**src/rtl/bcd_to_onehot_stream_decoder.sv**
```systemverilog
// Packed-BCD word to one-hot digit stream: captures NDIG nibbles, emits one 10-bit
// one-hot line per digit, and flags non-BCD nibbles per digit and per word.
module bcd_to_onehot_stream_decoder #(
  parameter int NDIG      = 4,
  parameter bit LSD_FIRST = 1'b1,
  localparam int IW       = (NDIG > 1) ? $clog2(NDIG) : 1
) (
  input  logic              clk,
  input  logic              rst_n,
  input  logic              in_valid,
  output logic              in_ready,
  input  logic [4*NDIG-1:0] in_bcd,
  output logic              out_valid,
  input  logic              out_ready,
  output logic [9:0]        out_onehot,
  output logic [IW-1:0]     out_idx,
  output logic              out_last,
  output logic              out_err,
  output logic              word_err,
  output logic              state_dbg
);

  // Handshake: a transfer happens on a rising edge where valid && ready; the
  // sender holds its payload stable until then, and out_* never change while
  // out_valid && !out_ready.

  typedef enum logic {IDLE, EMIT} state_t;

  localparam logic [IW-1:0] START_IDX = LSD_FIRST ? '0 : IW'(NDIG - 1);
  localparam logic [IW-1:0] LAST_IDX  = LSD_FIRST ? IW'(NDIG - 1) : '0;

  state_t              state_q, state_d;
  logic [4*NDIG-1:0]   word_q, word_d;
  logic                bad_q, bad_d;
  logic [IW-1:0]       idx_d;
  logic                valid_d, last_d, err_d, werr_d;
  logic [9:0]          onehot_d;
  logic [10:0]         dec;

  // {err, onehot}: non-BCD nibbles produce an all-zero line with err set.
  function automatic logic [10:0] decode(input logic [3:0] n);
    decode = '0;
    if (n <= 4'd9) decode[9:0] = 10'(1) << n;
    else           decode[10]  = 1'b1;
  endfunction

  function automatic logic any_bad(input logic [4*NDIG-1:0] w);
    any_bad = 1'b0;
    for (int k = 0; k < NDIG; k++) any_bad |= (w[4*k +: 4] > 4'd9);
  endfunction

  function automatic logic [3:0] nibble(input logic [4*NDIG-1:0] w, input logic [IW-1:0] k);
    nibble = w[4*int'(k) +: 4];
  endfunction

  assign in_ready  = (state_q == IDLE);
  assign state_dbg = (state_q == EMIT);

  always_comb begin
    state_d  = state_q;
    word_d   = word_q;
    bad_d    = bad_q;
    idx_d    = out_idx;
    valid_d  = out_valid;
    onehot_d = out_onehot;
    err_d    = out_err;
    last_d   = out_last;
    werr_d   = word_err;
    dec      = '0;
    case (state_q)
      IDLE: begin
        if (in_valid) begin
          state_d  = EMIT;
          word_d   = in_bcd;
          bad_d    = any_bad(in_bcd);
          idx_d    = START_IDX;
          dec      = decode(nibble(in_bcd, START_IDX));
          valid_d  = 1'b1;
          onehot_d = dec[9:0];
          err_d    = dec[10];
          last_d   = (START_IDX == LAST_IDX);
          werr_d   = (START_IDX == LAST_IDX) && bad_d;
        end
      end
      EMIT: begin
        if (out_ready) begin
          if (out_last) begin
            state_d  = IDLE;
            valid_d  = 1'b0;
            onehot_d = '0;
            err_d    = 1'b0;
            last_d   = 1'b0;
            werr_d   = 1'b0;
            idx_d    = '0;
          end else begin
            idx_d    = LSD_FIRST ? out_idx + IW'(1) : out_idx - IW'(1);
            dec      = decode(nibble(word_q, idx_d));
            onehot_d = dec[9:0];
            err_d    = dec[10];
            last_d   = (idx_d == LAST_IDX);
            werr_d   = (idx_d == LAST_IDX) && bad_q;
          end
        end
      end
      default: state_d = IDLE;
    endcase
  end

  always_ff @(posedge clk or negedge rst_n) begin
    if (!rst_n) begin
      state_q    <= IDLE;
      word_q     <= '0;
      bad_q      <= 1'b0;
      out_idx    <= '0;
      out_valid  <= 1'b0;
      out_onehot <= '0;
      out_err    <= 1'b0;
      out_last   <= 1'b0;
      word_err   <= 1'b0;
    end else begin
      state_q    <= state_d;
      word_q     <= word_d;
      bad_q      <= bad_d;
      out_idx    <= idx_d;
      out_valid  <= valid_d;
      out_onehot <= onehot_d;
      out_err    <= err_d;
      out_last   <= last_d;
      word_err   <= werr_d;
    end
  end

endmodule

```
**config.mk**
```make
export PLATFORM = sky130hd
export DESIGN_NAME = bcd_to_onehot_stream_decoder
export DESIGN_NICKNAME = d
export VERILOG_FILES = /design/src/rtl/bcd_to_onehot_stream_decoder.sv
export SDC_FILE = /design/constraint.sdc
export NUM_CORES = 1
export LEC_CHECK = 0
export BUFFER_PORTS_ARGS = -buffer_cell sky130_fd_sc_hd__buf_2
export CAP_MARGIN = 15
export CORE_ASPECT_RATIO = 1.4
export CORE_MARGIN = 2
export CORE_UTILIZATION = 35
export CTS_BUF_LIST = sky130_fd_sc_hd__clkbuf_4 sky130_fd_sc_hd__clkbuf_8
export DETAILED_ROUTE_END_ITERATION = 7
export SLEW_MARGIN = 20
export SYNTH_ARGS = -nofsm -noshare
export SYNTH_HDL_FRONTEND = slang
export SYNTH_SLANG_ARGS = --single-unit
export TNS_END_PERCENT = 30
```
**constraint.sdc**
```tcl
create_clock -name clk -period 5.4 [get_ports clk]
set_input_delay 0.54 -clock clk [delete_from_list [all_inputs] [get_ports clk]]
set_output_delay 0.54 -clock clk [all_outputs]
set_load 0.01 [all_outputs]
```
==> results of run 1 <==
## Yosys cell counts
cell type	count	area share [%]
nor3b_2	1	0.76
a21oi_2	1	0.53
a21oi_1	8	2.4
and3_2	1	0.46
buf_4	1	0.46
buf_6	4	2.7
o2111ai_1	1	0.53
and4_1	1	0.53
nor3_1	1	0.30
o21ai_0	6	1.8
nand3_1	5	1.5
or2b_1	1	0.46
a22oi_1	1	0.46
nor3_2	1	0.61
nand3b_1	1	0.46
buf_2	1	0.30
nand4b_1	2	1.1
ha_1	1	0.76
a221oi_1	1	0.53
nor2b_2	1	0.53
clkbuf_1	1	0.23
nand4_1	2	0.76
o31ai_1	1	0.46
nand2_1	11	2.5
nor4bb_1	1	0.61
mux2_2	16	11
a21o_2	1	0.53
a21o_1	1	0.46
and2b_1	1	0.46
nor2_2	1	0.38
a31oi_1	4	1.5
mux4_2	4	5.5
a32oi_1	3	1.6
dfrtp_1	34	52
nor2b_1	4	1.5
inv_1	2	0.46
nor2_1	15	3.4
## path summary, 6_finish.rpt
path                                 end  cells past startpoint        from  slack, ns
min                            state_dbg                      1       rst_n       0.32
min in group clk               out_valid                      1   out_valid       0.48
max                        out_onehot[2]                      6  out_idx[0]       3.35
max in group asynchronous      word_q[8]                      1       rst_n       4.61
max reg2reg                out_onehot[2]                      6  out_idx[0]       3.35
min reg2reg                    out_valid                      1   out_valid       0.48
## metal layers
layer | track usage (%) | wire, um
met1 | 19.0 | 1430
met2 | 25.3 | 1900
met3 | 4.73 | 188
met4 | 6.38 | 97
met5 | 0 | 0
## registers in the layout, summed over array words and instances, names as in the netlist
register and count:
bad_q 1, out_err 1, word_q 16, out_idx 2, out_onehot 10, state_dbg 1, out_valid 1, out_last 1
word_err 1
## area by class of cell
| cell class | instances | area [um2] |
|---|---|---|
| Clock buffer | 8 | 110 |
| Fill cell | 432 | 2570 |
| Inverter | 2 | 7.51 |
| Multi-Input combinational cell | 99 | 731 |
| Sequential cell | 34 | 851 |
| Tap cell | 62 | 77.6 |
| Timing Repair Buffer | 38 | 193 |
## cells by family (layout without fill, tap and decap cells)
logic type,Yosys count,count (layout),share of synthesized area (%)
buf+inv,9,48,4.17
compound gates,28,28,10.8
simple gates,50,50,16.3
fa+ha+maj,1,1,0.758
flops,34,34,51.6
mux,20,20,16.4
## power groups by stage
stage | clock, mW | sequential, mW | combinational (mW)
2_1_floorplan | 0 | 0.459 | 0.410
3_3_place_gp | 0 | 0.463 | 0.534
3_5_place_dp | 0 | 0.470 | 0.547
4_1_cts | 0.221 | 0.465 | 0.549
5_1_grt | 0.230 | 0.481 | 0.610
6_report | 0.216 | 0.461 | 0.547
## cells in the final DEF (no fill, tap or decap), types with 2 or more instances in the layout
cell type,Yosys,final
dfrtp_1,34,34
a31oi_1,4,4
nand3_1,5,5
nand4_1,2,2
nor2_1,15,15
nor2b_1,4,4
mux2_2,16,16
a32oi_1,3,3
a21oi_1,8,8
buf_2,1,37
nand4b_1,2,2
mux4_2,4,4
o21ai_0,6,6
inv_1,2,2
nand2_1,11,11
clkbuf_8,0,8
## metrics by stage
| step | worst slack [ns] | hold WS, ns | power [mW] |
|---|---|---|---|
| 2_1_floorplan | 3.58 | 0.244 | 0.869 |
| 3_3_place_gp | 3.49 | 0.456 | 0.997 |
| 3_5_place_dp | 3.35 | 0.469 | 1.02 |
| 4_1_cts | 3.35 | 0.343 | 1.23 |
| 5_1_grt | 3.17 | 0.378 | 1.32 |
| 6_report | 3.35 | 0.316 | 1.22 |
==> results.txt, run 1 <==
fraction of layout cells with a size suffix above 1 -> 40.3%
CP delay by family, top -> flip-flops
Initial Utilization -> 36.4%
final setup vio count -> 0
largest net degree at the start of global routing -> 35
Post-Syn Nets -> 163
skew final -> 0.00445 ns
cts bufs inserted -> 5
Slew Limit Fails -> 0
Die X -> 62.0 um
Final Cycle Share -> 38.0%
PwrDens -> 622 mW/mm2
post-CTS resize count -> 0
die area -> 0.00529 mm2
first-pass GRT wire length -> 6.15 mm
DR iter-0 viols -> 57
vias -> 1253
gr usage total -> 15.7%
Buffers on Ports -> 37
clock latency on the worst-skew pair -> 0.29 ns
cell-internal power -> 0.764 mW
Critical-path top delay cell -> dfrtp_1
Pre-antenna DRT Iters -> 4
vias in the first global route -> 1278
FF+latch count, synth -> 34
Placed Cells incl. Taps -> 235
Sw Share -> 37.6%
Overflow after GRT -> 0
Switch Pwr -> 0.460 mW
clock slew at the register clock pins of the worst setup and hold paths -> 0.07 ns
syn avg cell area -> 11.6 um2
CORE AREA -> 0.00454 mm2
Setup TNS -> 0 ns
CP cell instances -> inv_1 > ha_1 > mux4_2 > nor3b_2 > a22oi_1 > a21oi_1
maximum VDD drop -> 0.212 mV
ANT nets after route -> 0
Syn. warnings -> 0
Post-Route WL -> 3.62 mm
fmax -> 487 MHz
CTS Sinks -> 34
area post-placement -> 0.00186 mm2
measured slew at the worst slew-check pin -> 0.746 ns
fin util -> 43.4%
Reg power frac -> 37.6%
post-synthesis sequential area ratio -> 51.6%
Worst Path Max Fanout -> 8
synthesized area -> 0.00165 mm2
Via density -> 5.16
Worst slew margin -> 50.3%
CTS tree -> built
Clk pwr share -> 17.7%
wire length per cell -> 14.9 um
Comb power frac -> 44.7%
# H-tree levels -> 2
design area -> 0.00197 mm2
Gate Count Post-Synth -> 142
Post-CTS Setup Inserts -> 0
Die Y -> 85.3 um
CP max stage delay -> 0.53 ns
P&R area growth vs syn -> 19.3%
RSZ-0062 raised after global routing -> false
min-delay worst type -> in -> async
Root Buffer -> clkbuf_8
CP Launch Type -> flop
non-filler cells, final -> 243
Pleak -> 0.893 nW
critical path arrival -> 2.27 ns
initial antenna violation count -> 0
DRC viols -> 0
io pins -> 38
critical path capture point type -> flop
# hold bufs at CTS -> 0
Buffers & Inverters on Critical Path -> 1
Cell Rows -> 29
post-route minimum period -> 2.05 ns
Max Cap Viol -> 0
Max Buffers Root-to-Sink -> 2
RD Place Congestion -> 0.823
diode count -> 0
final hold vios -> 0
status -> complete, no violations
Critical Path RT -> 5.61 ns
Setup CP Type -> reg -> reg
Unique masters post-synth -> 37
DP Wirelength -> 2.78 mm
fin nets -> 201
Power figures use the tool's default switching activity.
==> run 2: changes to the inputs <==
clock period = 2.1 ns   (was 5.4 ns; I/O delays follow)
==> results.txt, run 2 (synthesized netlist as in run 1, its figures left out) <==
R2R cell count -> 5 (was 6)
post-CTS resize count -> 0 (unchanged)
post-route minimum period -> 1.80 ns (was 2.05 ns)
Reg power frac -> 37.0% (was 37.6%)
CP Launch Type -> flop (unchanged)
Setup CP Type -> reg -> reg (unchanged)
Worst slew margin -> 50.2% (was 50.3%)
Root Buffer -> clkbuf_8 (unchanged)
gr usage total -> 14.9% (was 15.7%)
DP Wirelength -> 2.71 mm (was 2.78 mm)
P&R area growth vs syn -> 19.3% (unchanged)
M1 GR Usage -> 18.2% (was 19.0%)
maximum VDD drop -> 0.552 mV (was 0.212 mV)
first-pass GRT wire length -> 5.90 mm (was 6.15 mm)
io pins -> 38 (unchanged)
# H-tree levels -> 2 (unchanged)
critical path capture point type -> flop (unchanged)
fraction of layout cells with a size suffix above 1 -> 41.0% (was 40.3%)
diode count -> 0 (unchanged)
most common cell after layout, fill and taps aside -> buf_2 (unchanged)
final setup vio count -> 0 (unchanged)
Cell Rows -> 29 (unchanged)
largest net degree at the start of global routing -> 35 (unchanged)
Worst Path Max Fanout -> 6 (was 8)
Die Y -> 85.3 um (unchanged)
Max Cap Viol -> 0 (unchanged)
CORE AREA -> 0.00454 mm2 (unchanged)
measured slew at the worst slew-check pin -> 0.746 ns (about the same)
fin util -> 43.4% (unchanged)
CP cell instances -> ha_1 > mux4_2 > nor3b_2 > a22oi_1 > a21oi_1 (was inv_1 > ha_1 > mux4_2 > nor3b_2 > a22oi_1 > a21oi_1)
Pre-antenna DRT Iters -> 4 (unchanged)
Critical-path top delay cell -> mux4_2 (was dfrtp_1)
Most Used Layer, Global Route -> met2 (unchanged)
Pleak -> 0.896 nW (was 0.893 nW)
Min Hold Slack -> -0.0120 ns (was 0.316 ns)
M3 GR Usage -> 4.73% (unchanged)
ANT nets after route -> 0 (unchanged)
PwrDens -> 1580 mW/mm2 (was 622 mW/mm2)
Critical Path RT -> 2.31 ns (was 5.61 ns)
Post-CTS Setup Inserts -> 0 (unchanged)
flop2flop setup slack -> 0.30 ns (was 3.35 ns)
Slew Limit Fails -> 0 (unchanged)
Buffers on Ports -> 37 (unchanged)
Setup TNS -> 0 ns (unchanged)
GRT met2 Usage -> 23.3% (was 25.3%)
fmax -> 555 MHz (was 487 MHz)
wire length per cell -> 14.3 um (was 14.9 um)
critical path arrival -> 2.02 ns (was 2.27 ns)
Overflow after GRT -> 0 (unchanged)
clock slew at the register clock pins of the worst setup and hold paths -> 0.07 ns (about the same)
# hold bufs at CTS -> 0 (unchanged)
biggest regs -> word_q (16), out_onehot (10), out_idx (2) (unchanged)
Max Buffers Root-to-Sink -> 2 (unchanged)
highest-count cells in the layout ignoring fill and taps -> buf_2, dfrtp_1, mux2_2, nor2_1, nand2_1 (unchanged)
CTS tree -> built (unchanged)
skew final -> 0.00451 ns (was 0.00445 ns)
Initial Utilization -> 36.4% (unchanged)
status -> finished with violations (was complete, no violations)
DR iter-0 viols -> 52 (was 57)
RD Place Congestion -> 0.818 (was 0.823)
failing checks -> hold timing
cell-internal power -> 1.94 mW (was 0.764 mW)
Sw Share -> 37.8% (was 37.6%)
Die X -> 62.0 um (unchanged)
CP delay by family, top -> multiplexers (was flip-flops)
Comb power frac -> 47.0% (was 44.7%)
Via density -> 5.13 (was 5.16)
final hold vios -> 34 (was 0)
Switch Pwr -> 1.18 mW (was 0.460 mW)
Clk pwr share -> 16.0% (was 17.7%)
clock latency on the worst-skew pair -> 0.29 ns (about the same)
Post-Route WL -> 3.51 mm (was 3.62 mm)
Biggest register -> word_q (unchanged)
initial antenna violation count -> 0 (unchanged)
Final Cycle Share -> 85.8% (was 38.0%)
fin nets -> 203 (was 201)
die area -> 0.00529 mm2 (unchanged)
vias -> 1257 (was 1253)
CP max stage delay -> 0.41 ns (was 0.53 ns)
Buffers & Inverters on Critical Path -> 0 (was 1)
Largest register FFs -> 16 (unchanged)
RSZ-0062 raised after global routing -> false (unchanged)
DRC viols -> 0 (unchanged)
CTS Sinks -> 34 (unchanged)
min-delay worst type -> in -> async (unchanged)
vias in the first global route -> 1282 (was 1278)
cts bufs inserted -> 5 (unchanged)
RR Endpoint -> out_onehot[2] (unchanged)
worst r2r src -> out_idx[1] (was out_idx[0])
-- run 2: cell types whose count changed in the layout (fill, tap and decap cells not counted), sizes merged --
| cell | change |
|---|---|
| buf | +2 |
| clkinv | +1 |
| clkbuf | -1 |
-- run 2: metal layers --
| metal | wire (um) | vias up |
|---|---|---|
| li1 | - | 604 |
| met1 | 1460 | 607 |
| met2 | 1790 | 36 |
| met3 | 171 | 10 |
| met4 | 90 | 0 |
| met5 | 0 | - |
-- run 2: how the worst max path moves through the flow --
stage,to,from,cells past startpoint,slack (ns)
final,out_onehot[2],out_idx[1],5,0.30
after global routing,out_onehot[8],out_idx[0],6,0.18
after CTS,out_onehot[4],out_idx[1],5,0.30
after detailed placement,out_onehot[4],out_idx[1],5,0.32
after global placement,out_onehot[0],out_idx[1],5,0.40
after floorplan,out_onehot[2],out_idx[0],7,0.28
-- run 2: power by group through the flow --
stage	clock, mW	combinational [mW]	sequential, mW
global placement	0	1.43	1.16
global route	0.542	1.62	1.19
detailed placement	0	1.47	1.17
finish	0.500	1.46	1.15
CTS	0.511	1.47	1.16
floorplan	0	1.06	1.18
-- run 2: layout make-up --
type | count | area (um2)
Fill cell | 444 | 2570
Sequential cell | 34 | 851
Multi-Input combinational cell | 99 | 731
Timing Repair Buffer | 40 | 208
Clock buffer | 7 | 90.1
Tap cell | 62 | 77.6
Inverter | 2 | 7.51
Clock inverter | 1 | 5.00
-- run 2: through the flow --
stage               cell area [um2]  hold WS (ns)  power [mW]  cells  setup slack (ns)
finish                         1970       -0.0120        3.12    245             0.298
global route                   1970        0.0444        3.36    245             0.184
CTS                            1970       0.00601        3.14    245             0.304
detailed placement             1870         0.308        2.64    237             0.321
global placement               1870         0.312        2.59    237             0.395
floorplan                      1650       -0.0856        2.23    142             0.276
